File: src/rtl/memory_pkg.sv
// Shared definitions for the two-port memory arbiter: FSM state encodings and port ids.
package memory_pkg;

  typedef enum logic [1:0] {
    StIdle   = 2'd0,
    StAccess = 2'd1,
    StDone   = 2'd2
  } arb_state_e;

  localparam logic PortIf = 1'b0;
  localparam logic PortD  = 1'b1;

endpackage

File: src/rtl/rr_arbiter2.sv
// Two-way round-robin selector: a lone requester wins, a tie goes to the port not granted last.
module rr_arbiter2
  import memory_pkg::*;
(
  input  logic [1:0] req,
  input  logic       last_grant,
  output logic       grant
);

  always_comb begin
    grant = PortIf;
    case (req)
      2'b01:   grant = PortIf;
      2'b10:   grant = PortD;
      2'b11:   grant = ~last_grant;
      default: grant = PortIf;
    endcase
  end

endmodule

File: src/rtl/memory_arbiter.sv
// Arbitrates an instruction-fetch port and a data port onto one single-ported ram.
// Every transaction is IDLE -> ACCESS -> DONE; the ram sees only latched request state.
module memory_arbiter
  import memory_pkg::*;
#(
  parameter int unsigned SIZE_WORDS = 32
) (
  input  logic        clock,
  input  logic        reset,
  input  logic        if_req,
  input  logic [31:0] if_addr,
  output logic        if_done,
  output logic [31:0] if_rdata,
  input  logic        d_req,
  input  logic        d_we,
  input  logic [31:0] d_addr,
  input  logic [31:0] d_wdata,
  output logic        d_done,
  output logic [31:0] d_rdata,
  output logic [31:0] ram_address,
  output logic [31:0] ram_input_data,
  output logic        ram_should_write,
  input  logic [31:0] ram_output_data,
  output logic        busy
);

  // Out-of-range addresses are forwarded untouched, so the depth is only sanity-checked here.
  if (SIZE_WORDS < 1) begin : gen_bad_size
    $error("memory_arbiter: SIZE_WORDS must be at least 1");
  end

  arb_state_e  state_q;
  logic        grant_q;
  logic        last_grant_q;
  logic [31:0] addr_q;
  logic [31:0] wdata_q;
  logic        we_q;
  logic        if_done_q;
  logic        d_done_q;
  logic [31:0] if_rdata_q;
  logic [31:0] d_rdata_q;
  logic        grant;

  rr_arbiter2 u_rr_arbiter2 (
    .req        ({d_req, if_req}),
    .last_grant (last_grant_q),
    .grant      (grant)
  );

  always_ff @(posedge clock) begin
    if (reset) begin
      state_q      <= StIdle;
      grant_q      <= PortIf;
      last_grant_q <= PortD;
      addr_q       <= '0;
      wdata_q      <= '0;
      we_q         <= 1'b0;
      if_done_q    <= 1'b0;
      d_done_q     <= 1'b0;
      if_rdata_q   <= '0;
      d_rdata_q    <= '0;
    end else begin
      if_done_q <= 1'b0;
      d_done_q  <= 1'b0;
      unique case (state_q)
        StIdle: begin
          if (if_req || d_req) begin
            grant_q      <= grant;
            last_grant_q <= grant;
            addr_q       <= (grant == PortD) ? d_addr : if_addr;
            wdata_q      <= (grant == PortD) ? d_wdata : '0;
            we_q         <= (grant == PortD) && d_we;
            state_q      <= StAccess;
          end
        end
        StAccess: begin
          // The ram read is combinational, so its data is valid at the edge ending ACCESS.
          if (grant_q == PortD) begin
            d_done_q <= 1'b1;
            if (!we_q) d_rdata_q <= ram_output_data;
          end else begin
            if_done_q  <= 1'b1;
            if_rdata_q <= ram_output_data;
          end
          state_q <= StDone;
        end
        StDone: begin
          state_q <= StIdle;
        end
        default: begin
          state_q <= StIdle;
        end
      endcase
    end
  end

  always_comb begin
    ram_address      = '0;
    ram_input_data   = '0;
    ram_should_write = 1'b0;
    if (state_q == StAccess) begin
      ram_address      = addr_q;
      ram_input_data   = wdata_q;
      ram_should_write = we_q;
    end
  end

  assign if_done  = if_done_q;
  assign d_done   = d_done_q;
  assign if_rdata = if_rdata_q;
  assign d_rdata  = d_rdata_q;
  assign busy     = (state_q != StIdle);

endmodule

File: config.mk
export PLATFORM = sky130hd
export DESIGN_NAME = memory_arbiter
export DESIGN_NICKNAME = d
export VERILOG_FILES = /design/src/rtl/memory_pkg.sv /design/src/rtl/rr_arbiter2.sv /design/src/rtl/memory_arbiter.sv
export SDC_FILE = /design/constraint.sdc
export NUM_CORES = 1
export LEC_CHECK = 0
export ABC_AREA = 1
export CORE_AREA = 2 2 124 126
export DETAILED_ROUTE_END_ITERATION = 7
export DIE_AREA = 0 0 126 128
export PLACE_DENSITY = 0.82
export SLEW_MARGIN = 20
export SYNTH_ARGS = -nofsm -noshare
export SYNTH_HDL_FRONTEND = slang
export SYNTH_SLANG_ARGS = --single-unit
File: constraint.sdc
create_clock -name clock -period 1.54 [get_ports clock]
set_input_delay 0.231 -clock clock [delete_from_list [all_inputs] [get_ports clock]]
set_output_delay 0.231 -clock clock [all_outputs]
set_load 0.02 [all_outputs]
Word level (Yosys, flattened, before mapping):

Index checks and enable logic that the tools add are counted.

* output and inout port bits: 132
* word-level logic and storage cells: 36
* input port bits: 133
* register bits: 135

* bitwise operators: 4
* equal/unequal tests: 4
* muxes and demuxes: 10
* reductions and logical operators: 8

Operators with widths (number)
* $mux 32: 4
* $eq 2x2->1 const B: 2
* $not 1->1: 4
* $pmux 2 s2: 1
* $reduce_and 2->1: 2
* $mux 1: 3
* $reduce_and 3->1: 1
* $eq 2x1->1 const B: 1
* $logic_not 2->1: 1
* $mux 2: 1
* $ne 2x2->1 const B: 1
* $pmux 1 s2: 1
* $reduce_bool 2->1: 1
* $reduce_or 2->1: 1
* $logic_and 1x1->1: 1
* $logic_or 1x1->1: 1

Longest topological paths before layout:

* word-level depth: 3
* gate-level depth with buffers: 8
* gate-level depth less buffers: 6

Modules after synthesis:

Synthesis repeated with hierarchy kept, for this count alone.

* cell total of the unflattened synthesis: 973
* area total of the unflattened synthesis: 6279.8 µm²

By module, submodules not included
* memory_arbiter: area each 6267.3 µm², instances 1, sequential area each 2702.6 µm², cells each 971
* rr_arbiter2: area each 12.5 µm², instances 1, sequential area each 0.0 µm², cells each 2

Worst setup path after synthesis:

Ideal clock, no wire load.

* kind: register to output
* start: reg state_q[0]
* end: out ram_address[10]
* data required time: 1.309 ns
* slack: 0.153 ns
* data arrival time: 1.156 ns
* path buffers: 3
* stages on the path, launching flop included: 6
* path through: dfxtp_1 buf_4 nand2_2 buf_2 buf_2 nor2_1

* word-level cells in the longest chain between the ends: 2

Ends and longest elaborated chain
* start, declared: line memory_arbiter.sv:32 `arb_state_e state_q;`
* start signal, assigned: line memory_arbiter.sv:52 `state_q <= StIdle;`
* start signal, assigned: line memory_arbiter.sv:73 `state_q <= StAccess;`
* start signal, assigned: line memory_arbiter.sv:85 `state_q <= StDone;`
* $eq 2x1->1: line memory_arbiter.sv:101 `if (state_q == StAccess) begin`
* $mux 32: line memory_arbiter.sv:101
* end, declared: line memory_arbiter.sv:20 `output logic [31:0] ram_address,`

No other way between the ends.

Worst setup path after layout:

* start: reg state_q[1]
* end: out ram_address[6]

The elaborated chain is that of the path after synthesis.

==> metrics <==
status complete, but fails checks; failing checks negative setup slack; layout cells sized above 1 13.2%; Synth Area in Simple Gates between 30% and 40%; final worst setup slack -0.00247 ns; EDFF count, synth 0; Routed WL a little under 20000 um; antenna viol nets, final 0; CP endpoint ram_address[6]; post-synthesis xor/xnor area fraction 0%; fill count around 1300; reg-to-reg critical path endpoint d_rdata[12]; Adder-Cell Fraction of Synth Area 0%; CP endpoint kind output pin; mux cell area share after synthesis 0%; Pwr Total around 10000 uW; sequential element share of the synthesized area 43.2%; post-DP HPWL 13400 um; Remaining DRCs 0; P per Cell Area 1050 nW/um2; Num CTS Buffers 17; DIE HEIGHT about 130 um; clk_lat worst skew between 0.4 and 0.5 ns; number of global-route vias before repair 6086; Static Leak between 0.004 and 0.005 uW; crit path time final 1.54 ns; syn_nets between 1000 and 1500; CTS root buf clkbuf_16; die area around 16000 um2; Antenna diodes 0; all-layer global routing usage 23.0%; # rows 45; Data required, critical path around 1.3 ns; Finished Cell Area 9710 um2; initial DRC count roughly 370; main combinational cell family by area after synthesis simple AND/OR/NAND/NOR gates; P&R area growth vs syn 55.4%; io pins 265; Max VDD drop roughly 0.7 mV; dpl cells 1352; Initial Util a little over two fifths; first-pass detailed-route iteration total 5; Post-DP Area approximately 9100 um2; Worst Path Arrival 1.31 ns; CTS tree done; Max Fanout on Critical Path 39; Worst Hold Class input port to flip-flop; CP Launch Point state_q[1]; Final GP Congestion between 0.8 and 0.9; hold_buf cts 0; # setup viols final 1; R2R Setup Slk around 0.06 ns; RSZ-0062 raised after global routing yes; count of cell types in the netlist 19; post-synth design cell area between 6000 and 7000 um2; Crit Reg-Reg Startpoint state_q[1]; CTS Sinks 135; CTS clk-pin slew, worst paths ~0.05 ns; Die W roughly 130 um; vias per cell between 4 and 5; first-pass GRT wire length ~30000 um; initial antenna violation count 0; most common cell after layout, fill and taps aside nand2_1; NumNets Final 1319; Hold Fails Final Rpt 0; startpoint class of the critical path flip-flop; clk buf depth 2; skew final between 0.01 and 0.015 ns; Worst Max-Slew Pin Slew 0.471 ns; register bit count reported by yosys about 140; gr ovfl total 0; Mean Syn Cell Area between 6 and 7 um2; number of non-filler instances in the completed layout 1387; DR vias between 6000 and 7000; yosys warns 0; Achievable Freq 648 MHz; port buffer count roughly 260; Rel. slew slack between 60 and 70%; part of the cycle the worst path needs 100%; fin util around 65%; CORE AREA around 15000 um2; reg2reg path depth 10; critical path type flip-flop to output pin; CTS HTree Levels 4; largest net degree at the start of global routing 47; total of max-cap violations 0; Final Slew Violations 0; Synth Area in Compound Gates a little under a tenth; Gate Count Post-Synth roughly 950; WL per Instance around 14 um; Top FF cell, synth dfxtp_1; async set or reset register ratio after synthesis 0%; most frequent cells in the layout nand2_1, nor2_1, dfxtp_1
==> cell type report <==
type	count	area [um2]	area share (%)
clock buffers	21	460	4.74
clock inverters	11	171	1.77
inverters	103	387	3.98
multi-input cells	632	2880	29.7
flip-flops and latches	135	2710	27.9
well taps	188	235	2.42
repair buffers	297	2870	29.6
==> per-stage QoR <==
stage	worst slack, ns	hold slack (ns)	setup TNS [ns]
finish	-0.00247	0.205	-0.00247
global route	-0.0855	0.219	-3.67
CTS	-0.0970	0.186	-0.297
detailed placement	-0.175	0.451	-5.18
global placement	-0.143	0.447	-2.41
floorplan	0.153	0.398	0
==> cell usage after synthesis (2+ instances only) <==
library cell	n	area share [%]
dfxtp_1	135	43
clkbuf_1	31	1.9
inv_1	101	6.1
nor2_4	2	0.36
nand3_1	35	2.8
buf_6	2	0.36
buf_4	3	0.36
buf_2	38	3.0
a21boi_0	32	3.8
nand2_1	231	14
a21oi_1	66	5.3
nand2_2	2	0.20
nor2_1	197	12
nand4_1	65	6.5
==> sequential cells by signal (all words and copies together), names as in the netlist <==
name	flops
addr_q	32
d_rdata	32
if_rdata	32
wdata_q	32
state_q	2
d_done	1
grant_q	1
if_done	1
last_grant_q	1
we_q	1
==> how the worst min path moves through the flow <==
stage	start	endpoint	slack, ns	depth (start not counted)
6_report	d_req	wdata_q[11]	0.21	3
5_1_grt	d_req	wdata_q[31]	0.22	3
4_1_cts	d_req	wdata_q[11]	0.19	3
3_5_place_dp	if_rdata[7]	if_rdata[7]	0.45	2
3_3_place_gp	if_rdata[11]	if_rdata[11]	0.45	2
2_1_floorplan	d_wdata[0]	wdata_q[0]	0.40	2
==> repair_timing <==
| action | in CTS | in global routing |
|---|---|---|
| buffers inserted | 0 | 1 |
| cloned | 0 | 2 |
| setup endpoints to repair | 134 | 101 |
| pin swaps | 0 | 1 |
| gates resized for setup | 386 | 52 |
| hold endpoints to repair | 0 | 0 |
==> routing by layer <==
layer  global-route usage (%)  up-vias  routed length, um
met5                        0        -                  0
met4                     6.40        0                244
met3                     8.26       21               1890
met2                     40.5      300               9680
met1                     26.6     3049               7690
li1                         -     3432                  -
==> logic make-up after synthesis <==
kind of cell / count (synthesis)
buf+inv: 178
flops: 135
simple gates: 534
compound gates: 98
==> critical path, cell delays in order (launching register included) <==
cell and delay, ns:
dfxtp_2 0.32, inv_2 0.07, nand2_4 0.06, buf_12 0.16, nor2_1 0.11, buf_4 0.15
==> where the power goes <==
group | internal (uW) | leakage, uW | switching (uW) | total [uW]
combinational | 902 | 0.00300 | 1150 | 2050
clock | 2800 | 0.000304 | 1510 | 4310
sequential | 3730 | 0.00110 | 89.8 | 3820
(Power assumes the default switching activity.)
